File: src/rtl/regfile_write_arbiter.sv
// Purpose: shares the register-file write port between writer A (priority) and writer B (buffered in a 2-entry FIFO).
// Latency: 1 cycle from grant to the registered wr_en/wr_addr/wr_data. R0 writes are granted but never enabled.
// Backpressure: a_ready drops only on cycles where B is forced in. b_ready drops whenever the FIFO is full.
module regfile_write_arbiter #(
    parameter int REG_ADDRESS_SIZE = 3,
    parameter int REG_DATA_WIDTH   = 8,
    parameter int STARVE_LIMIT     = 4
) (
    input  logic                        clk,
    input  logic                        rst,
    input  logic                        a_valid,
    output logic                        a_ready,
    input  logic [REG_ADDRESS_SIZE-1:0] a_addr,
    input  logic [REG_DATA_WIDTH-1:0]   a_data,
    input  logic                        b_valid,
    output logic                        b_ready,
    input  logic [REG_ADDRESS_SIZE-1:0] b_addr,
    input  logic [REG_DATA_WIDTH-1:0]   b_data,
    output logic                        wr_en,
    output logic [REG_ADDRESS_SIZE-1:0] wr_addr,
    output logic [REG_DATA_WIDTH-1:0]   wr_data,
    output logic                        b_pending,
    output logic                        b_forced
);

    localparam int EW = REG_ADDRESS_SIZE + REG_DATA_WIDTH;
    localparam logic [3:0] LIMIT = 4'(STARVE_LIMIT);

    // FIFO storage; entries are {addr, data}
    logic [EW-1:0] mem_q [2];
    logic [EW-1:0] mem_d [2];
    logic          rd_ptr_q, rd_ptr_d;
    logic          wr_ptr_q, wr_ptr_d;
    logic [1:0]    count_q, count_d;
    logic [3:0]    starve_q, starve_d;

    logic                        wr_en_q, wr_en_d;
    logic [REG_ADDRESS_SIZE-1:0] wr_addr_q, wr_addr_d;
    logic [REG_DATA_WIDTH-1:0]   wr_data_q, wr_data_d;

    logic                        force_b;
    logic                        grant_a;
    logic                        grant_b;
    logic                        push;
    logic [EW-1:0]               head;
    logic [REG_ADDRESS_SIZE-1:0] g_addr;
    logic [REG_DATA_WIDTH-1:0]   g_data;

    // Arbitration and handshakes; everything is held off while reset is asserted
    always_comb begin
        b_pending = (count_q != 2'd0);
        force_b   = rst && b_pending && (starve_q == LIMIT);
        grant_b   = rst && b_pending && (force_b || !a_valid);
        grant_a   = rst && a_valid && !grant_b;
        a_ready   = rst && !force_b;
        // Full FIFO refuses a push even when its head pops this cycle
        b_ready   = rst && (count_q != 2'd2);
        b_forced  = force_b;
        push      = b_valid && b_ready;
        head      = mem_q[rd_ptr_q];
        g_addr    = grant_b ? head[EW-1:REG_DATA_WIDTH] : a_addr;
        g_data    = grant_b ? head[REG_DATA_WIDTH-1:0]  : a_data;
    end

    // FIFO pointer/count and starvation counter next state
    always_comb begin
        mem_d    = mem_q;
        wr_ptr_d = wr_ptr_q ^ push;
        rd_ptr_d = rd_ptr_q ^ grant_b;
        count_d  = count_q + {1'b0, push} - {1'b0, grant_b};
        if (push) begin
            mem_d[wr_ptr_q] = {b_addr, b_data};
        end
        starve_d = starve_q;
        if (grant_b || !b_pending) begin
            starve_d = 4'd0;
        end else if (starve_q != LIMIT) begin
            starve_d = starve_q + 4'd1;
        end
    end

    // Write-port next state: a granted R0 write updates addr/data but stays disabled
    always_comb begin
        wr_en_d   = 1'b0;
        wr_addr_d = wr_addr_q;
        wr_data_d = wr_data_q;
        if (grant_a || grant_b) begin
            wr_en_d   = (g_addr != '0);
            wr_addr_d = g_addr;
            wr_data_d = g_data;
        end
    end

    // Control state with synchronous active-low reset
    always_ff @(posedge clk) begin
        if (!rst) begin
            rd_ptr_q  <= 1'b0;
            wr_ptr_q  <= 1'b0;
            count_q   <= 2'd0;
            starve_q  <= 4'd0;
            wr_en_q   <= 1'b0;
            wr_addr_q <= '0;
            wr_data_q <= '0;
        end else begin
            rd_ptr_q  <= rd_ptr_d;
            wr_ptr_q  <= wr_ptr_d;
            count_q   <= count_d;
            starve_q  <= starve_d;
            wr_en_q   <= wr_en_d;
            wr_addr_q <= wr_addr_d;
            wr_data_q <= wr_data_d;
        end
    end

    // FIFO data needs no reset: count gates every read of it
    always_ff @(posedge clk) begin
        mem_q <= mem_d;
    end

    assign wr_en   = wr_en_q;
    assign wr_addr = wr_addr_q;
    assign wr_data = wr_data_q;

endmodule

File: config.mk
export PLATFORM = sky130hd
export DESIGN_NAME = regfile_write_arbiter
export DESIGN_NICKNAME = d
export VERILOG_FILES = /design/src/rtl/regfile_write_arbiter.sv
export SDC_FILE = /design/constraint.sdc
export NUM_CORES = 1
export LEC_CHECK = 0
export CORE_MARGIN = 2
export CORE_UTILIZATION = 45
export CTS_BUF_LIST = sky130_fd_sc_hd__clkbuf_4 sky130_fd_sc_hd__clkbuf_8
export CTS_CLUSTER_DIAMETER = 100
export CTS_CLUSTER_SIZE = 10
export DETAILED_ROUTE_END_ITERATION = 10
export PLACE_DENSITY_LB_ADDON = 0.2
export SLEW_MARGIN = 20
export SYNTH_ARGS = -nofsm -noshare
export SYNTH_HDL_FRONTEND = slang
export SYNTH_SLANG_ARGS = --single-unit
File: constraint.sdc
create_clock -name clk -period 3.6 [get_ports clk]
set_input_delay 0.54 -clock clk [delete_from_list [all_inputs] [get_ports clk]]
set_output_delay 0.54 -clock clk [all_outputs]
set_load 0.02 [all_outputs]
==> impl_results.md <==
- PostCTS Resize Cnt: 0
- H-tree lvl count: 2
- Logic pwr share: 0.190
- DRT Pass-1 Iters: 4
- Post-synth top area share: 0.371
- Reg-to-reg startpoint: starve_q[0]
- Initial core utilization: 0.476
- CORE AREA: 0.00374 mm²
- Worst slew margin: 0.489
- Met3 Wirelength: 157 µm
- Fin Hold WS: 0.468 ns
- Worst path arrival time: 2.13 ns
- Critical Path RT: just over 3 ns
- Most common cell after layout, fill and taps aside: clkdlybuf4s50_1
- Clock transition at the registers of the reported paths: ~0.080 ns
- Setup tns final: 0 ns
- Min-delay worst type: reg2reg
- Setup Fix Bufs, Post-CTS: 0
- Final WS setup: approximately 0.93 ns
- Hold depth: 1
- Area Growth Syn to Fin: 31.4%
- GRT Util Overall: 0.156
- Register area: 0.00106 mm²
- Gate Count Post-Synth: around 140
- Remaining DRCs: 0
- Synth Cell Area: around 0.0018 mm²
- Met2 WL post-DR: 1.66 mm
- Power Density: 530 mW/mm²
- # rows: 22
- Syn Nets: 171
- DR top layer: met4
- Sequential fraction of the synthesis area: 0.595
- Syn Area/Cell: 12.8 µm²
- Antenna diodes: 0
- Status: completed
- Gp weighted congestion: 0.746
- RSZ-0062 raised after global routing: false
- PortBufs: 41
- Register bit count reported by yosys: 42
- Final Skew: 0.00647 ns
- Vias: ~1.2k
- Met1 wire length: 1.37 mm
- CP startpoint: rst
- Clock latency on the worst-skew pair: roughly 0.29 ns
- Routed WL: 3.21 mm
- Psw: 0.000296 W
- Die height: about 67 µm
- Sequential power share: 0.466
- Clock share of power: 0.344
- Largest net degree at the start of global routing: 27
- Post-layout min period: ~2.7 ns
- Crit path launch type: primary input
- Pint: 0.000946 W
- CP Max Fanout: 10
- Most frequent cells in the layout: 41 x clkdlybuf4s50_1, 22 x edfxtp_1, 20 x dfxtp_1, 13 x nand2_1
- Final ANT Viol Nets: 0
- Count of pins over their slew limit: 0
- Maxcap violations: 0
- Post-synth top area cell: edfxtp_1
- Filler cell count in the final layout: a little over 300
- Hold Path Origin: wr_data[1]
- CTS buffer count: 5
- Root Buffer: clkbuf_8
- Yosys warns: 0
- Vias per cell: about 5.0
- Leakage: 0.821 nW
- Final hold vios: 0
- Fmax: 0.375 GHz
- Initial antenna violation count: 0
- TritonCTS clock tree: done
- Post-CTS Hold Fix Bufs: 0
- Share of cells above drive strength 1: 0.0824
- CTS Buffer Depth: 2
- Multi-input combinational cell area: around 650 µm²
- Max VDD drop: 0.328 mV
- Synth top area cells: edfxtp_1 37%, dfxtp_1 22%, a32o_1 6.2%
- Clk sinks: 42
- Synth unique cells: 36
- Ports: 42
- DR iter-0 viols: 54
- Die footprint: 0.00448 mm²
- Final setup fails: 0
- Place WS: about 0.83 ns
- Slew @ Worst Pin: 0.763 ns
- First-pass GRT wire length: 5.13 mm
- Total Nets Final: 213
- Die width: 66.9 µm
- Crit path kind: in2out
- Gr ovfl total: 0
- Core Util, Final: 0.626
- Vias in the first global route: approximately 1.1k
- Final Cycle Share: 0.741
- Routed WL per cell: around 14 µm
- HPWL Detailed: 2.39 mm
- Net Sw Frac: 0.238
- CP endpoint kind: primary output
- Worst Reg-to-Reg Cells: 10
Yosys cell counts:
master / number
edfxtp_1: 22
dfxtp_1: 20
nand2_1: 13
a32o_1: 11
mux2i_1: 11
inv_1: 7
or2_1: 7
ha_1: 6
and2_1: 4
or2_2: 4
nor2_1: 3
a21oi_1: 2
buf_2: 2
buf_6: 2
nand2b_1: 2
o21a_1: 2
xnor2_1: 2
a21boi_0: 1
a21oi_4: 1
and3_1: 1
and4_1: 1
buf_4: 1
clkbuf_1: 1
nand3_1: 1
nand3b_1: 1
nand3b_4: 1
nor2b_1: 1
nor3_1: 1
nor3b_1: 1
nor3b_2: 1
nor4_1: 1
nor4b_1: 1
o21ai_0: 1
o21ai_2: 1
or4_1: 1
xor2_1: 1
power by group through the flow:
| stage | Clock, W | Sequential, W | Combinational, W |
|---|---|---|---|
| after floorplan | 0 | 0.000604 | 0.000122 |
| after global placement | 0 | 0.000587 | 0.000232 |
| after detailed placement | 0 | 0.000589 | 0.000238 |
| after CTS | 0.000436 | 0.000578 | 0.000239 |
| after global routing | 0.000464 | 0.000583 | 0.000258 |
| final | 0.000427 | 0.000578 | 0.000236 |
worst max-delay path: stages:
cell and delay, ns:
clkdlybuf4s50_1 0.65, a21boi_0 0.28, clkdlybuf4s50_1 0.65
area by class of cell:
type | count | share of cell area
clock buffer | 5 | 0.0294
clock inverter | 3 | 0.0272
inverter | 7 | 0.0112
multi-input combinational | 84 | 0.278
sequential | 42 | 0.453
tap | 48 | 0.0256
timing repair buffer | 41 | 0.175
cell families (layout without fill, tap and decap cells):
| group | after synthesis | count (layout) | share of synthesized area |
|---|---|---|---|
| multiplexers | 11 | 11 | 0.0618 |
| AO/OA/AOI/OAI | 19 | 19 | 0.0968 |
| AND/OR/NAND/NOR | 45 | 45 | 0.150 |
| flip-flops | 42 | 42 | 0.595 |
| XOR/XNOR | 3 | 3 | 0.0147 |
| buffers and inverters | 13 | 56 | 0.0393 |
| adder cells (fa/ha/maj) | 6 | 6 | 0.0421 |
state kept, by name, summed over array words and instances (netlist names):
| signal | count |
|---|---|
| mem_q | 22 |
| wr_addr | 3 |
| wr_ptr_q | 1 |
| starve_q | 4 |
| wr_en | 1 |
| count_q | 2 |
| rd_ptr_q | 1 |
| wr_data | 8 |
routing by layer:
metal / GRT usage / vias up
met5: 0 / -
met4: 0.0383 / 0
met3: 0.0524 / 2
met2: 0.271 / 22
met1: 0.184 / 543
li1: - / 583
path summary, 6_finish.rpt:
kind	slack, ns	endpoint
setup reg to reg	1.36	count_q[1]
setup / recovery	0.93	b_ready
hold reg to reg	0.47	wr_data[1]
hold / removal	0.47	wr_data[1]
through the flow:
stage          power, W  cell area (µm²)  instances
2_1_floorplan  0.000726             1780        139
3_3_place_gp   0.000820             2210        222
3_5_place_dp   0.000827             2210        222
4_1_cts         0.00125             2340        230
5_1_grt         0.00131             2340        230
6_report        0.00124             2340        230
No activity file was read; power rests on OpenSTA's default activity.
